**src/rtl/fft_stream_collector_pkg.sv**
```systemverilog
// ============================================================================
// Module : fft_stream_collector_pkg
// Brief  : Shared defaults and state encodings for the FFT stream collector
// Rev    : 1.0  initial release
// ============================================================================
`default_nettype none

package fft_stream_collector_pkg;

    localparam int WIDTH_DEF  = 16;
    localparam int NPOINT_DEF = 8;
    localparam int AW_DEF     = 3;

    localparam logic [1:0] c_ST_IDLE    = 2'd0;
    localparam logic [1:0] c_ST_CAPTURE = 2'd1;
    localparam logic [1:0] c_ST_COMMIT  = 2'd2;
    localparam logic [1:0] c_ST_DROP    = 2'd3;

    localparam logic c_BANK_EMPTY = 1'b0;
    localparam logic c_BANK_FULL  = 1'b1;

endpackage

`default_nettype wire

```
**src/rtl/fft_frame_bank.sv**
```systemverilog
// ============================================================================
// Module : fft_frame_bank
// Brief  : Two-bank frame store, one write port, one registered read port
// Rev    : 1.0  initial release
// ============================================================================
`default_nettype none

module fft_frame_bank #(
    parameter int WIDTH  = 16,
    parameter int NPOINT = 8,
    parameter int AW     = 3
) (
    input  logic                 clk,
    input  logic                 i_rst_n,
    input  logic                 i_wr_en,
    input  logic                 i_wr_bank,
    input  logic [AW-1:0]        i_wr_addr,
    input  logic [2*WIDTH-1:0]   i_wr_data,
    input  logic                 i_rd_bank,
    input  logic [AW-1:0]        i_rd_addr,
    output logic [2*WIDTH-1:0]   o_rd_data
);

    // Storage is intentionally never reset; only the read register is.
    logic [2*WIDTH-1:0] r_mem [2*NPOINT];
    logic [2*WIDTH-1:0] r_rd_data;

    always_ff @(posedge clk) begin
        if (i_wr_en) begin
            r_mem[{i_wr_bank, i_wr_addr}] <= i_wr_data;
        end
    end

    always_ff @(posedge clk or negedge i_rst_n) begin
        if (!i_rst_n) begin
            r_rd_data <= '0;
        end else begin
            r_rd_data <= r_mem[{i_rd_bank, i_rd_addr}];
        end
    end

    assign o_rd_data = r_rd_data;

endmodule

`default_nettype wire

```
**src/rtl/fft_stream_collector.sv**
```systemverilog
// ============================================================================
// Module : fft_stream_collector
// Brief  : Collects serial FFT output words into ping-pong frame banks
// Rev    : 1.0  initial release
// ============================================================================
`default_nettype none

module fft_stream_collector
    import fft_stream_collector_pkg::*;
#(
    parameter int WIDTH   = WIDTH_DEF,
    parameter int NPOINT  = NPOINT_DEF,
    parameter int AW      = AW_DEF,
    parameter int REVERSE = 0
) (
    input  logic             clk,
    input  logic             rst,
    input  logic             in_valid,
    input  logic [WIDTH-1:0] in_re,
    input  logic [WIDTH-1:0] in_im,
    input  logic [AW-1:0]    rd_addr,
    input  logic             rd_release,
    output logic [WIDTH-1:0] rd_re,
    output logic [WIDTH-1:0] rd_im,
    output logic             frame_ready,
    output logic             frame_done,
    output logic             busy,
    output logic             overflow,
    output logic             short_err
);

    logic [1:0]          r_state;
    logic [AW-1:0]       r_cnt;
    logic [1:0]          r_full;
    logic                r_wr_bank;
    logic                r_rd_bank;
    logic                r_overflow;
    logic                r_short_err;

    logic                w_last;
    logic                w_tgt_bank;
    logic                w_start;
    logic                w_start_ok;
    logic                w_wr_en;
    logic [AW-1:0]       w_waddr;
    logic                w_release;
    logic [2*WIDTH-1:0]  w_rd_data;

    assign w_last = (r_cnt == AW'(NPOINT - 1));

    // During COMMIT the pointer has not toggled yet, so a back-to-back frame
    // must target the other bank.
    assign w_tgt_bank = (r_state == c_ST_COMMIT) ? ~r_wr_bank : r_wr_bank;
    assign w_start    = in_valid && ((r_state == c_ST_IDLE) || (r_state == c_ST_COMMIT));
    assign w_start_ok = w_start && (r_full[w_tgt_bank] == c_BANK_EMPTY);
    assign w_wr_en    = w_start_ok || ((r_state == c_ST_CAPTURE) && in_valid);
    assign w_waddr    = (REVERSE != 0) ? (AW'(NPOINT - 1) - r_cnt) : r_cnt;
    assign w_release  = rd_release && (r_full[r_rd_bank] == c_BANK_FULL);

    always_ff @(posedge clk or negedge rst) begin
        if (!rst) begin
            r_state     <= c_ST_IDLE;
            r_cnt       <= '0;
            r_full      <= {c_BANK_EMPTY, c_BANK_EMPTY};
            r_wr_bank   <= 1'b0;
            r_rd_bank   <= 1'b0;
            r_overflow  <= 1'b0;
            r_short_err <= 1'b0;
        end else begin
            if (w_release) begin
                r_full[r_rd_bank] <= c_BANK_EMPTY;
                r_rd_bank         <= ~r_rd_bank;
            end
            if (r_state == c_ST_COMMIT) begin
                r_full[r_wr_bank] <= c_BANK_FULL;
                r_wr_bank         <= ~r_wr_bank;
            end
            case (r_state)
                c_ST_IDLE, c_ST_COMMIT: begin
                    if (in_valid) begin
                        r_cnt <= AW'(1);
                        if (w_start_ok) begin
                            r_state <= c_ST_CAPTURE;
                        end else begin
                            r_state    <= c_ST_DROP;
                            r_overflow <= 1'b1;
                        end
                    end else begin
                        r_state <= c_ST_IDLE;
                    end
                end
                c_ST_CAPTURE: begin
                    if (in_valid) begin
                        if (w_last) begin
                            r_state <= c_ST_COMMIT;
                            r_cnt   <= '0;
                        end else begin
                            r_cnt <= r_cnt + AW'(1);
                        end
                    end else begin
                        r_short_err <= 1'b1;
                        r_cnt       <= '0;
                        r_state     <= c_ST_IDLE;
                    end
                end
                c_ST_DROP: begin
                    if (in_valid && !w_last) begin
                        r_cnt <= r_cnt + AW'(1);
                    end else begin
                        r_cnt   <= '0;
                        r_state <= c_ST_IDLE;
                    end
                end
                default: begin
                    r_state <= c_ST_IDLE;
                end
            endcase
        end
    end

    fft_frame_bank #(
        .WIDTH  (WIDTH),
        .NPOINT (NPOINT),
        .AW     (AW)
    ) u_bank (
        .clk       (clk),
        .i_rst_n   (rst),
        .i_wr_en   (w_wr_en),
        .i_wr_bank (w_tgt_bank),
        .i_wr_addr (w_waddr),
        .i_wr_data ({in_re, in_im}),
        .i_rd_bank (r_rd_bank),
        .i_rd_addr (rd_addr),
        .o_rd_data (w_rd_data)
    );

    assign rd_re       = w_rd_data[2*WIDTH-1:WIDTH];
    assign rd_im       = w_rd_data[WIDTH-1:0];
    assign frame_ready = (r_full[r_rd_bank] == c_BANK_FULL);
    assign frame_done  = (r_state == c_ST_COMMIT);
    assign busy        = (r_state != c_ST_IDLE);
    assign overflow    = r_overflow;
    assign short_err   = r_short_err;

endmodule

`default_nettype wire

```
**config.mk**
```make
export PLATFORM = sky130hd
export DESIGN_NAME = fft_stream_collector
export DESIGN_NICKNAME = d
export VERILOG_FILES = /design/src/rtl/fft_stream_collector_pkg.sv /design/src/rtl/fft_frame_bank.sv /design/src/rtl/fft_stream_collector.sv
export SDC_FILE = /design/constraint.sdc
export NUM_CORES = 1
export LEC_CHECK = 0
export ABC_AREA = 1
export CAP_MARGIN = 20
export CORE_ASPECT_RATIO = 0.5
export CORE_MARGIN = 3
export CORE_UTILIZATION = 45
export CTS_CLUSTER_DIAMETER = 150
export DETAILED_ROUTE_END_ITERATION = 16
export HOLD_SLACK_MARGIN = 0.05
export REMOVE_ABC_BUFFERS = 1
export SLEW_MARGIN = 10
export SYNTH_ARGS = -nofsm -noshare
export SYNTH_HDL_FRONTEND = slang
export SYNTH_HIERARCHICAL = 1
export SYNTH_SLANG_ARGS = --single-unit
```
**constraint.sdc**
```tcl
create_clock -name clk -period 5.25 [get_ports clk]
set_input_delay 0.7875 -clock clk [delete_from_list [all_inputs] [get_ports clk]]
set_output_delay 0.7875 -clock clk [all_outputs]
set_load 0.05 [all_outputs]
```
==> results.cfg, run 1 <==
[pwr]
vdd_drop_max_v = 0.000251
swShare = 0.275
power.internal_w = 0.00759
p_comb_frac = 0.157
power_switching_w = 0.00288
power.leakage_nw = 11.1
powerDensity_nw_per_um2 = 397
p_seq_frac = 0.499
clkPwrFrac = 0.344

[floorplan]
ioPinCount = 76
rows = 58
start_util = 0.461
die_area_um2 = 55100
core_um2 = 50900
die_x_um = 329
dieHeight_um = 167

[final_layout]
stdcell_count = 2960
design_area_um2 = 26400
area_growth_pct = 12.5
antennaDiodeCount = 0
final_util = 0.518
fill_cells = 4365
drive_gt1_frac = 0.0581
fin_nets = 2270

[job]
cap_viol_max_count = 0

[global_route]
grt_pass1_vias = 13876
grt-ovfl-total = 0
grt_max_degree = 168
antenna_found_initial = 1
grt_first_pass_wirelength_mm = 83.7
grt_usage = 0.199

[worst_setup_path]
cp-end-kind = flop
start_kind = primary input
arrival_ps = 3610
path_max_fanout = 17
critPathLaunch = in_valid
r2r-start = r_state[0]
cp_data_required_time_ps = 5480
worstSetupPathType = primary input to flop

[sta]
layout_worst_path_cycle_share = 0.643
fin_ws_ps = 1880
slew_headroom = 0.263
rsz0062_at_grt = false
tightest_slew_ps = 1110
min_period_ps = 3370
fin_skew_ps = 16.6
setup_violations = 0
setup_tns_ps = 0
max_freq_mhz = 296
final_hold_viol_count = 0
drv_slew = 0

[clocking]
insertion_delay_ps = 580
holdBufCountCts = 0
cts_resized = 0
cts.clk_slew.worst_paths_ps = 60
cts_tree = done
cts_made_buffers = 49
cts_root_buf = clkbuf_16
post_cts_buffers = 0
clk_path_buf_depth = 3
cts_max_level = 2
cts_sinks = 555

[synth]
yosysSeqAreaShare = 0.701
synthArstFlopShare = 0.0775
synth-edff-count = 512
synth_area_leaders = edfxtp_1, nand2_1, nand3_1
ys_seq_elements = 555
synth_ff_type = edfxtp_1
synth.most_common_cell = nand2_1
synth_commonest_cells = nand2_1, edfxtp_1, inv_1, nand3_1, buf_2
ys_warn_count = 6
synthesis.instances = 2181
synth_area_um2 = 23500
yosys.area.top_type = edfxtp_1
ys_types = 27
synth_top_area_share = 0.656
avgSynthCellArea_um2 = 10.8

[place]
gp_congestion = 0.761
place_area_um2 = 24700
io_buffers = 75
dp_cells = 2864
place_ws_ps = 1360
dp_hpwl_mm = 29.5

[routing]
ant_nets = 0
viasPerCell = 5.02
drtPass1Iterations = 5
drt_wl_total_mm = 54.3
drc = 0
drtIter0Drc = 1428
dr_total_vias = 14855
drt-wirelength-per-cell_um = 18.4

[outcome]
outcome = finished clean

[hold_path]
hp-class = primary input to asynchronous set/reset pin
## critical path: stages
cell	delay, ps
clkdlybuf4s50_1	510
inv_2	80
nor2_1	160
inv_1	80
o22ai_1	500
nand3b_1	430
nor2_4	610
buf_4	440
## flip-flops by register name, summed over array words and instances, names as in the netlist
name,cells
r_cnt,3
short_err,1
r_full,2
r_state,2
r_rd_bank,1
u_bank/r_mem,512
r_wr_bank,1
u_bank/o_rd_data,32
overflow,1
## layer usage
| metal | wire [um] | share of wire | vias to the layer above | GRT usage |
|---|---|---|---|---|
| met5 | 0 | 0 | - | 0 |
| met4 | 754 | 0.014 | 0 | 0.0398 |
| met3 | 4010 | 0.074 | 66 | 0.0403 |
| met2 | 24700 | 0.45 | 465 | 0.306 |
| met1 | 24900 | 0.46 | 7194 | 0.294 |
| li1 | - | - | 7130 | - |
## cells by family after synthesis
logic type,Yosys count,synth area share
compound gates,11,0.00293
fa+ha+maj,2,0.00107
buf+inv,505,0.0946
flops,555,0.701
simple gates,1108,0.200
## final timing paths
kind	endpoint	slack, ps	cells after the start
min in group clk	overflow	470	2
hold / removal	u_bank/o_rd_data[21]	370	2
max in group asynchronous	r_rd_bank	4300	2
setup reg to reg	u_bank/r_mem[9][10]	2000	8
setup / recovery	u_bank/r_mem[9][10]	1880	8
hold reg to reg	overflow	470	2
## cells in the final DEF (no fill, tap or decap), types with 4 or more instances in the layout
cell / synthesis / routed
clkinv_2: 0 / 8
clkbuf_16: 0 / 51
clkbuf_1: 9 / 17
nor2_4: 0 / 16
clkinv_1: 0 / 5
clkdlybuf4s50_1: 0 / 71
edfxtp_1: 512 / 512
inv_2: 3 / 4
nand2_1: 690 / 690
buf_12: 1 / 5
buf_4: 9 / 21
clkbuf_8: 0 / 7
nand3_1: 389 / 389
inv_1: 396 / 394
nor2_1: 20 / 4
dfrtp_1: 43 / 42
## power by group through the flow
stage / clock [W] / sequential (W) / combinational, W
detailed placement: 0 / 0.00532 / 0.00165
global placement: 0 / 0.00531 / 0.00164
global route: 0.00387 / 0.00525 / 0.00178
finish: 0.00360 / 0.00522 / 0.00165
CTS: 0.00369 / 0.00523 / 0.00165
floorplan: 0 / 0.00565 / 0.000563
## stage by stage
stage	hold slack (ps)	total power (W)
6_report	372	0.0105
5_1_grt	416	0.0109
4_1_cts	376	0.0106
3_5_place_dp	458	0.00697
3_3_place_gp	452	0.00696
2_1_floorplan	465	0.00621
## cell type report
type                    instances  area [um2]  area share
flip-flops and latches        555       16500       0.624
multi-input cells            1121        4900       0.186
inverters                     400        1510      0.0573
clock buffers                  74        1420      0.0539
repair buffers                102        1050      0.0397
well taps                     690         863      0.0327
clock inverters                18         174     0.00659
(Power assumes the default switching activity.)
==> run 2, diff against run 1 <==
==> constraint.sdc (replaced) <==
create_clock -name clk -period 2.8 [get_ports clk]
set_input_delay 0.42 -clock clk [delete_from_list [all_inputs] [get_ports clk]]
set_output_delay 0.42 -clock clk [all_outputs]
set_load 0.05 [all_outputs]
==> run 2 against run 1 <==
Non-clock buffer count up 47. Via count is 3.1% higher. Combinational power up 100%. Clock skew rose by 3.8 ps. Sequential cell count is the same. Critical path depth shrank 4. Die area did not move. Largest cell class unchanged. Final area grew 2.6%. Count of clock-buffer cells in the layout fell by 6. Worst hold slack improved by 59 ps.
==> results.cfg, run 2 (synthesis results as in run 1) <==
[final_layout]
final_util = 0.532
largest-register = u_bank/r_mem
final_cell_mix = nand2_1, edfxtp_1, inv_1, nand3_1, clkdlybuf4s50_1
largest_reg_flops = 512
fill_cells = 4328
area_growth_pct = 15.4
fin_nets = 2317
drive_gt1_frac = 0.0783
mostFrequentLayoutCell = nand2_1

[sta]
max_freq_mhz = 398
tightest_slew_ps = 930
drv_slew = 0
setup_violations = 0
layout_worst_path_cycle_share = 0.896
holdWs_ps = 431
setup_tns_ps = 0
final_hold_viol_count = 0
rsz0062_at_grt = false
fin_skew_ps = 20.4
min_period_ps = 2510
slew_headroom = 0.379

[floorplan]
rows = 58
core_um2 = 50900
start_util = 0.461
die_x_um = 329
dieHeight_um = 167
die_area_um2 = 55100
ioPinCount = 76

[global_route]
grt_usage = 0.220
antenna_found_initial = 1
grt_pass1_vias = 14226
grt_first_pass_wirelength_mm = 90.0
grt-ovfl-total = 0
grt_max_degree = 97

[pwr]
p_comb_frac = 0.170
vdd_drop_max_v = 0.000439
powerDensity_nw_per_um2 = 733
p_total_w = 0.0199
clkPwrFrac = 0.337
swShare = 0.279
power.internal_w = 0.0143
p_seq_frac = 0.493
power_switching_w = 0.00555
power.leakage_nw = 11.4

[worst_setup_path]
reg2reg_depth = 10
arrival_ps = 2090
path_max_fanout = 7
worst_path_max_delay_cell = clkdlybuf4s50_1
start_kind = flop
max_stage_delay_ps = 790
worstSetupPathType = flop to output pin
cp_num_buf_inv = 3
rrSetupSlack_ps = 570
cp_data_required_time_ps = 2380
cp_top_family = buffers and inverters
path_cells = inv_2 > nand2_4 > inv_1 > clkdlybuf4s50_1
r2r-start = r_state[0]
cp-end-kind = output pin
r2r-end = u_bank/r_mem[5][0]

[place]
dp_hpwl_mm = 37.0
gp_congestion = 0.846
io_buffers = 75

[routing]
dr_total_vias = 15312
drt_wl_total_mm = 60.5
viasPerCell = 5.10
drc = 0
drt-wirelength-per-cell_um = 20.1
drtPass1Iterations = 6
ant_nets = 0
drtIter0Drc = 1984

[clocking]
cts_sinks = 555
clk_path_buf_depth = 3
insertion_delay_ps = 570
cts_tree = done
cts.clk_slew.worst_paths_ps = 70
cts_max_level = 2
cts_made_buffers = 49
post_cts_buffers = 0
cts_root_buf = clkbuf_16

[outcome]
outcome = finished clean

[hold_path]
hp-class = primary input to asynchronous set/reset pin

[job]
cap_viol_max_count = 0
-- run 2: changes by cell type in the layout (fill, tap and decap cells not counted), sizes merged --
cell,delta
buf,+46
clkbuf,-6
dlygate4sd3,+1
inv,+1
diode,+2
clkinvlp,+1
-- run 2: per-layer routing --
| metal | GRT usage | wire (um) | up-vias |
|---|---|---|---|
| li1 | - | - | 7234 |
| met1 | 0.348 | 28400 | 7386 |
| met2 | 0.303 | 24900 | 627 |
| met3 | 0.0594 | 6280 | 63 |
| met4 | 0.0356 | 736 | 2 |
| met5 | 0.0200 | 153 | - |
-- run 2: final cells by class --
type	instances	area, um2	share of cell area
sequential	555	16500	0.608
multi-input combinational	1121	4900	0.181
timing repair buffer	149	1760	0.0651
inverter	400	1510	0.0558
clock buffer	68	1390	0.0513
tap	690	863	0.0319
clock inverter	20	181	0.00670
antenna	2	5.00	0.000185
-- run 2: power by group through the flow --
stage	clock network, W	registers [W]	logic, W
floorplan	0	0.0106	0.00106
global placement	0	0.00996	0.00334
detailed placement	0	0.00997	0.00335
CTS	0.00680	0.00979	0.00336
global route	0.00714	0.00984	0.00359
finish	0.00669	0.00979	0.00337
-- run 2: worst max path at each step --
stage	start	to	slack, ps	depth (start not counted)
floorplan	r_state[0]	u_bank/r_mem[12][0]	-210	7
global placement	in_valid	u_bank/r_mem[5][14]	220	10
detailed placement	in_valid	u_bank/r_mem[5][6]	220	10
CTS	r_state[0]	frame_done	260	4
global route	r_state[0]	frame_done	200	4
finish	r_state[0]	frame_done	290	4
-- run 2: worst reg2reg max path: stages (launching register included) --
cell and delay [ps]:
dfrtp_1 440, inv_2 160, nand3_2 130, nand3_1 130, nand2_2 70, o22ai_1 120
buf_4 180, nand3b_1 80, buf_4 180, nor2_4 180, buf_4 250
-- run 2: stage by stage --
| step | cells | area (um2) | setup WS, ps |
|---|---|---|---|
| 2_1_floorplan | 2076 | 22700 | -208 |
| 3_3_place_gp | 2914 | 25500 | 223 |
| 3_5_place_dp | 2914 | 25500 | 220 |
| 4_1_cts | 3003 | 27100 | 260 |
| 5_1_grt | 3003 | 27100 | 198 |
| 6_report | 3005 | 27100 | 290 |
-- run 2: repair_timing --
action,CTS,global route
gates resized for setup,0,0
hold buffers,1,0
hold endpoints to repair,19,0
==> run 3, diff against run 2 <==
--- a/config.mk
+++ b/config.mk
@@ -14,7 +14,7 @@
 export DETAILED_ROUTE_END_ITERATION = 16
 export HOLD_SLACK_MARGIN = 0.05
 export REMOVE_ABC_BUFFERS = 1
-export SLEW_MARGIN = 10
+export SLEW_MARGIN = 20
 export SYNTH_ARGS = -nofsm -noshare
 export SYNTH_HDL_FRONTEND = slang
 export SYNTH_HIERARCHICAL = 1
==> results of run 3 <==
Same layout as run 2: the final DEF is identical, and so are final timing and power.
